==> config.mk <==
export PLATFORM = sky130hd
export DESIGN_NAME = ram_loader
export DESIGN_NICKNAME = d
export VERILOG_FILES = /design/src/rtl/ram_loader_pkg.sv /design/src/rtl/ram_loader_onehot_decoder.sv /design/src/rtl/ram_loader.sv
export SDC_FILE = /design/constraint.sdc
export NUM_CORES = 1
export LEC_CHECK = 0
export ABC_AREA = 1
export CAP_MARGIN = 20
export CORE_ASPECT_RATIO = 0.6
export CORE_MARGIN = 1
export CORE_UTILIZATION = 30
export DETAILED_ROUTE_END_ITERATION = 6
export PLACE_DENSITY_LB_ADDON = 0.3
export SETUP_SLACK_MARGIN = 0.3
export SLEW_MARGIN = 30
export SYNTH_ARGS = -nofsm -noshare
export SYNTH_HDL_FRONTEND = slang
export SYNTH_SLANG_ARGS = --single-unit
==> constraint.sdc <==
create_clock -name clk -period 1.4 [get_ports clk]
set_clock_uncertainty 0.15 [all_clocks]
set_input_delay 0.28 -clock clk [delete_from_list [all_inputs] [get_ports clk]]
set_output_delay 0.28 -clock clk [all_outputs]
set_load 0.02 [all_outputs]
==> src/rtl/ram_loader_pkg.sv <==
// Shared definitions for the RAM programming path: RAM geometry and loader FSM states.
package ram_loader_pkg;

  localparam int unsigned RamSize = 16;
  localparam int unsigned AddrW   = $clog2(RamSize);

  typedef enum logic [2:0] {
    StIdle     = 3'd0,
    StWaitData = 3'd1,
    StWrite    = 3'd2,
    StVerify   = 3'd3,
    StDone     = 3'd4
  } state_e;

endpackage

==> src/rtl/ram_loader_onehot_decoder.sv <==
// Binary address to one-hot cell select; all-zero output while disabled.
module ram_loader_onehot_decoder #(
  parameter int unsigned RAM_SIZE = 16,
  parameter int unsigned ADDR_W   = 4
) (
  input  logic [ADDR_W-1:0]   addr,
  input  logic                en,
  output logic [RAM_SIZE-1:0] onehot
);

  always_comb begin
    onehot = '0;
    if (en) onehot[addr] = 1'b1;
  end

endmodule

==> src/rtl/ram_loader.sv <==
// Streams bytes into consecutive cells of the one-hot-addressed RAM (with wrap-around)
// and reads each cell back to verify it.
module ram_loader
  import ram_loader_pkg::*;
#(
  parameter int unsigned RAM_SIZE = RamSize,
  parameter int unsigned ADDR_W   = AddrW
) (
  input  logic                clk,
  input  logic                rst_n,
  input  logic                start,
  input  logic                abort,
  input  logic [ADDR_W-1:0]   base_addr,
  input  logic [ADDR_W:0]     length,
  input  logic [7:0]          in_data,
  input  logic                in_valid,
  output logic                in_ready,
  output logic [7:0]          ram_data,
  output logic [RAM_SIZE-1:0] ram_address,
  output logic                ram_in,
  input  logic [7:0]          ram_q,
  output logic                busy,
  output logic                done,
  output logic                error,
  output logic [ADDR_W-1:0]   err_addr
);

  localparam logic [ADDR_W:0]   MaxLen   = (ADDR_W + 1)'(RAM_SIZE);
  localparam logic [ADDR_W-1:0] LastAddr = ADDR_W'(RAM_SIZE - 1);

  state_e              state;
  logic [ADDR_W-1:0]   addr;
  logic [ADDR_W:0]     remaining;
  logic [7:0]          held;

  logic [ADDR_W:0]     len_clamped;
  logic [ADDR_W-1:0]   addr_next;
  logic [ADDR_W:0]     rem_next;
  logic                dec_en;
  logic [RAM_SIZE-1:0] dec_onehot;

  always_comb begin
    len_clamped = (length > MaxLen) ? MaxLen : length;
    addr_next   = (addr == LastAddr) ? '0 : addr + 1'b1;
    rem_next    = remaining - 1'b1;
    // Address bus is live for the WRITE and VERIFY cycles only.
    dec_en      = !abort && (((state == StWaitData) && in_valid) || (state == StWrite));
  end

  assign in_ready = (state == StWaitData);

  ram_loader_onehot_decoder #(
    .RAM_SIZE(RAM_SIZE),
    .ADDR_W  (ADDR_W)
  ) u_decoder (
    .addr  (addr),
    .en    (dec_en),
    .onehot(dec_onehot)
  );

  always_ff @(posedge clk or negedge rst_n) begin
    if (!rst_n) begin
      state       <= StIdle;
      addr        <= '0;
      remaining   <= '0;
      held        <= '0;
      ram_data    <= '0;
      ram_address <= '0;
      ram_in      <= 1'b0;
      busy        <= 1'b0;
      done        <= 1'b0;
      error       <= 1'b0;
      err_addr    <= '0;
    end else begin
      done        <= 1'b0;
      ram_in      <= 1'b0;
      ram_address <= dec_onehot;
      if (abort) begin
        // The WRITE strobe already on the bus completes; nothing new is issued.
        state    <= StIdle;
        busy     <= 1'b0;
        ram_data <= '0;
      end else begin
        unique case (state)
          StIdle: begin
            if (start) begin
              addr      <= base_addr;
              remaining <= len_clamped;
              error     <= 1'b0;
              err_addr  <= '0;
              busy      <= 1'b1;
              if (len_clamped == '0) begin
                state <= StDone;
                done  <= 1'b1;
              end else begin
                state <= StWaitData;
              end
            end
          end
          StWaitData: begin
            if (in_valid) begin
              held     <= in_data;
              ram_data <= in_data;
              ram_in   <= 1'b1;
              state    <= StWrite;
            end
          end
          StWrite: begin
            state <= StVerify;
          end
          StVerify: begin
            if ((ram_q != held) && !error) begin
              error    <= 1'b1;
              err_addr <= addr;
            end
            addr      <= addr_next;
            remaining <= rem_next;
            ram_data  <= '0;
            if (rem_next == '0) begin
              state <= StDone;
              done  <= 1'b1;
            end else begin
              state <= StWaitData;
            end
          end
          StDone: begin
            state <= StIdle;
            busy  <= 1'b0;
          end
          default: state <= StIdle;
        endcase
      end
    end
  end

endmodule

# Word-level counts from Yosys, hierarchy flattened
# Index checks and enable logic that the tools add are counted.
# W data, S select, Z words.
dict set report word_totals {
  reg_bits 52
  out_inout_bits 33
  elab_cells 81
  in_bits 30
}
dict set report op_classes {
  reduce_logical 19
  n_eq_ne 10
  add_sub_neg 2
  muxes 35
  n_lt_le_gt_ge 3
  n_bitwise 1
}
# op count
set ops {}
lappend ops {{$mux W16} 1}
lappend ops {{$mux W4} 4}
lappend ops {{$mux W8} 2}
lappend ops {{$pmux W4 S2} 2}
lappend ops {{$pmux W8 S2} 1}
lappend ops {{$mux W3} 5}
lappend ops {{$mux W1} 12}
lappend ops {{$pmux W3 S4} 1}
lappend ops {{$logic_not A5 Y1} 2}
lappend ops {{$mux W5} 2}
lappend ops {{$pmux W5 S2} 1}
lappend ops {{$ne A8 B8 Y1} 1}
lappend ops {{$eq A3 B2 Y1 const B} 2}
lappend ops {{$ne A3 B3 Y1 const B} 2}
lappend ops {{$pmux W1 S2} 3}
lappend ops {{$reduce_and A2 Y1} 3}
lappend ops {{$reduce_and A3 Y1} 2}
lappend ops {{$reduce_bool A3 Y1} 2}
lappend ops {{$gt A5 B5 Y1 const B} 1}
lappend ops {{$lt A4 B5 Y1 const B} 1}
lappend ops {{$sub A5 B1 Y5 const B} 1}
lappend ops {{$add A4 B1 Y4 const B} 1}
lappend ops {{$demux W1 S4} 1}
lappend ops {{$eq A4 B4 Y1 const B} 1}
lappend ops {{11 further kinds} 16}

# Logic depth before layout (Yosys ltp)
dict set report depth {
  depth_word 7
  ltp_mapped 11
  depth_no_buf 11
}

# Modules after synthesis
# From an unflattened synthesis, not the netlist that was laid out.
dict set report unflattened {
  cells_unflattened 282
  area_unflattened_um2 2514.9
}
# module instances cells_per_inst seq_area_each_um2 area_per_inst_um2
set modules_own_cells {}
lappend modules_own_cells {ram_loader 1 250 1301.2 2388.5}
lappend modules_own_cells {ram_loader_onehot_decoder 1 32 0.0 126.4}

# Worst setup path before layout
# No wires, ideal clock.
dict set report synth_path {
  kind {reg2reg}
  from {reg state[2]}
  to {reg ram_address[12]}
  setup_time_ps 72
  synth_period_minus_slack_ps 1596
  path_slack_ps -196
  t_arrival_ps 1374
  stages_incl_launch_ff 10
  n_path_buf 0
  required_time_ps 1178
  path_cell_list {dfrtp_1 inv_2 nand2_1 nor2_2 nand2_1 nor2_4 inv_2 nand2_4 nand2_2 nor2_1}
}
dict set report synth_via {
  elab_chain_cells 5
  elab_cells_between_ends 6
  classes_between {2 x eq/ne; 1 x mux; 3 x reduce/logical}
}
# item line
set synth_lines {}
lappend synth_lines {{start: declaration} ram_loader.sv:31} ;# state_e state;
lappend synth_lines {{start signal: assignment} ram_loader.sv:63} ;# state <= StIdle;
lappend synth_lines {{start signal: assignment} ram_loader.sv:80} ;# state <= StIdle;
lappend synth_lines {{start signal: assignment} ram_loader.sv:93} ;# state <= StDone;
lappend synth_lines {{$eq A3 B1 Y1} --}
lappend synth_lines {{net in_ready} ram_loader.sv:17} ;# output logic in_ready,
lappend synth_lines {{$logic_and A1 B1 Y1} ram_loader.sv:47} ;# dec_en = !abort && (((state == StWaitData) && in_valid) || (state == StWrite));
lappend synth_lines {{$logic_or A1 B1 Y1} ram_loader.sv:47}
lappend synth_lines {{$logic_and A1 B1 Y1} ram_loader.sv:47}
lappend synth_lines {{$mux W16} ram_loader_onehot_decoder.sv:13} ;# if (en) onehot[addr] = 1'b1;
lappend synth_lines {{net dec_onehot[12]} ram_loader.sv:40} ;# logic [RAM_SIZE-1:0] dec_onehot;
lappend synth_lines {{end signal: assignment} ram_loader.sv:77} ;# ram_address <= dec_onehot;
lappend synth_lines {{end: declaration} ram_loader.sv:19} ;# output logic [RAM_SIZE-1:0] ram_address,
# The timed path passes the listed nets, and every way through them passes these cells.
# A chain may end at the register's enable or synchronous reset.

# Final worst setup path
dict set report layout_path {
  from {reg state[1]}
  to {reg ram_address[6]}
}
dict set report layout_via {
  elab_chain_cells 5
  elab_cells_between_ends 6
  classes_between {2 x eq/ne; 1 x mux; 3 x reduce/logical}
}
# item line
set layout_lines {}
lappend layout_lines {{$eq A3 B1 Y1} ram_loader.sv:47}
lappend layout_lines {{$logic_and A1 B1 Y1} ram_loader.sv:47}
lappend layout_lines {{$logic_or A1 B1 Y1 (*)} ram_loader.sv:47}
lappend layout_lines {{$logic_and A1 B1 Y1 (*)} ram_loader.sv:47}
lappend layout_lines {{$mux W16 (*)} ram_loader_onehot_decoder.sv:13}
lappend layout_lines {{net dec_onehot[6]} ram_loader.sv:40}
# Mark *: on every way through the listed nets, which the timed path passes. The rest lies on a longest branch.

==> impl_metrics.ini <==
[timing]
worst_hold_slack_ns = 0.356
rsz0062_at_grt = yes
slew_violations = 0
fmax_mhz = 602
final.period_utilization = 1.19
setup_viol = 53
worst_slew_pin_slew_ns = 0.315
final_hold_viol_count = 0
final.min_clock_period_ns = 1.66
slew_headroom = 0.787
fin_ws_ns = -0.261

[hold_path]
worstHoldPathType = in2async

[cts]
clk_pin_slew_worst_paths_ns = 0.07
ctsLongestPathBuffers = 2
cts_sinks = 52
cts-htree-levels = 2
cts_buffers = 5
clk_latency_ns = 0.29
clock-root-buffer = clkbuf_16
cts_tree = built

[worst_setup_path]
worst_ep_arrival_time_ns = 1.74
path_cells = buf_4 > nor2_4 > buf_6 > nand2_4 > nor2_4 > inv_4 > nand2_8 > nand2_8 > nor2_2
crit_start = state[1]
r2r_cells = 9
r2r-end = ram_address[6]
slowest_delay_ns = 0.43
required_ns = 1.48
reg2reg_from = state[1]
crit_path_end_kind = flop
crit_fanout = 5
crit_buf_inv = 3
critical_path_class = reg2reg
crit_slowest_cell = dfrtp_2
crit_path_start_kind = flop
crit_family = simple AND/OR/NAND/NOR gates
regToRegSetupSlack_ns = -0.26

[floorplan]
die_w_um = 117
start_util = 0.320
io_pins = 63
die_h_um = 71.2
coreArea_sq_um = 7480
num_rows = 24
dieArea_sq_um = 8340

[logic_synthesis]
synth_warnings = 0
yosys.area.top_type_share = 0.544
synth-main-ff-cell = dfrtp_1
synth_seq_area_share = 0.544
synth.net_count = 313
synth_common_cells = nand2_1 (73), dfrtp_1 (52), inv_1 (35)
yosys.area.top_type = dfrtp_1
synth_most_common_cell = nand2_1
syn_avg_cell_area_sq_um = 8.63
ys_ff_latch = 52
synthDistinctLibCells = 30
synth_edf_count = 0
synth_area_leaders = dfrtp_1 (54%), nand2_1 (11%), inv_1 (5.5%)
syn_area_sq_um = 2390
synthCells = 277
async_flop_share = 1.00

[power]
power_switching_w = 0.00244
total_power_w = 0.00645
sequentialPowerShare = 0.324
powerDensity_nw_per_um2 = 1490
p_int_w = 0.00401
power_frac_comb = 0.480
swShare = 0.378
peakVddDrop_mv = 0.595
clockPowerShare = 0.196
leakagePower_nw = 2.11

[place]
dpl_cell_area_sq_um = 3470
hpwl_um = 4270
portBuffers = 62
dpl.cell_count = 477
gp_congestion = 0.765

[routing]
wire_per_inst_um = 12.7
viasPerCell = 4.38
detail-route-antenna-nets = 0
drc_errors = 0
routed_wl_um = 6550
drt-initial-drc-count = 95
drt_pass1_iterations = 4
vias = 2253

[outcome]
violations = negative setup slack
outcome = complete, but fails checks

[global_routing]
antenna_found_initial = 0
grt_util_all_layers = 0.159
grt_pass1_vias = 2148
grt_pass1_wl_um = 10000
grt_max_degree = 53
grt_remaining_overflow = 0

[finish]
area_growth_pct = 81.1
stdcell_count = 514
multi_input_area_sq_um = 1250
nNetsFinal = 445
final_area_sq_um = 4330
fillCellCount = 646
seqCellArea_sq_um = 1300
drive_gt1_frac = 0.468
n_antenna_cell = 0

[flow_run]
drv_cap = 0
-- sequential cells by signal, summed over array words and instances (netlist names), 3 cells and up --
| name | cells |
|---|---|
| err_addr | 4 |
| held | 8 |
| ram_data | 8 |
| addr | 4 |
| state | 3 |
| remaining | 5 |
| ram_address | 16 |
-- cell type report --
class                           instances  share of cell area
Tap cell                              104              0.0300
Multi-Input combinational cell        181               0.288
Clock buffer                            5              0.0289
Sequential cell                        52               0.301
Inverter                               40              0.0379
Clock inverter                          3             0.00578
Timing Repair Buffer                  129               0.308
-- cells by family after synthesis --
family                     share of synthesized area
adders and majority gates                     0.0314
and+or+nand+nor                                0.237
buffers and inverters                         0.0759
AOI/OAI and AO/OA                             0.0900
DFF                                            0.544
xor gates and xnor gates                      0.0220
-- power by group through the flow --
stage / sequential [W] / clock (W) / combinational [W]
after floorplan: 0.00214 / 0 / 0.00113
after global placement: 0.00207 / 0 / 0.00210
after detailed placement: 0.00208 / 0 / 0.00213
after CTS: 0.00207 / 0.00130 / 0.00267
after global routing: 0.00213 / 0.00136 / 0.00338
final: 0.00209 / 0.00126 / 0.00310
-- worst max-delay path by stage --
stage / end / slack [ns] / cells after the start
2_1_floorplan: ram_address[12] / -0.09 / 9
3_3_place_gp: ram_data[3] / -0.43 / 6
3_5_place_dp: ram_data[2] / -0.46 / 6
4_1_cts: addr[1] / -0.23 / 10
5_1_grt: remaining[4] / -0.33 / 10
6_report: ram_address[6] / -0.26 / 9
-- tightest hold or removal path, delay by kind of cell --
family,cells,cell delay (ns)
buf+inv,3,0.91
-- cells in the final DEF, fill, tap and decap left out, types with 2 or more instances in the layout --
master	Yosys	layout
a21oi_1	4	3
and2_1	2	2
buf_12	0	4
buf_16	0	2
buf_2	1	2
buf_4	2	44
buf_6	1	46
clkbuf_16	0	7
clkdlybuf4s50_1	0	28
dfrtp_1	52	50
dfrtp_2	0	2
ha_1	6	5
inv_1	35	30
inv_2	4	6
inv_4	0	2
inv_6	0	2
nand2_1	73	49
nand2_2	5	16
nand2_4	1	9
nand2_8	0	5
nand3_1	12	11
nand3_4	0	2
nor2_1	26	9
nor2_2	4	13
nor2_4	1	9
nor3_1	4	2
nor3_2	0	2
o211ai_1	3	3
o21ai_1	9	11
o21ai_2	0	11
o22ai_1	3	3
o31ai_1	2	2
xnor2_1	4	4
xor2_1	2	2
-- timing repair --
item	CTS	global route
cloned	2	2
endpoints found under the setup margin	85	85
hold endpoints to repair	52	0
hold buffers	1	0
pin swaps	8	10
gates resized for setup	258	51
buffers inserted	18	6
-- per-layer routing --
metal,wire [um],GRT usage,vias up,share of wire
li1,-,-,1144,-
met3,298,0.0403,9,0.045
met5,0,0,-,0
met2,2900,0.244,56,0.44
met1,3280,0.224,1044,0.50
met4,74,0.0422,0,0.011
-- stage by stage --
| stage | TNS [ns] | utilization | setup WS [ns] |
|---|---|---|---|
| after floorplan | -3.47 | - | -0.0944 |
| after CTS | -8.34 | 0.542 | -0.226 |
| final | -10.85 | 0.579 | -0.261 |
| after global routing | -14.42 | 0.579 | -0.330 |
| after detailed placement | -18.89 | 0.465 | -0.463 |
| after global placement | -17.86 | 0.465 | -0.430 |
(Power assumes the default switching activity.)
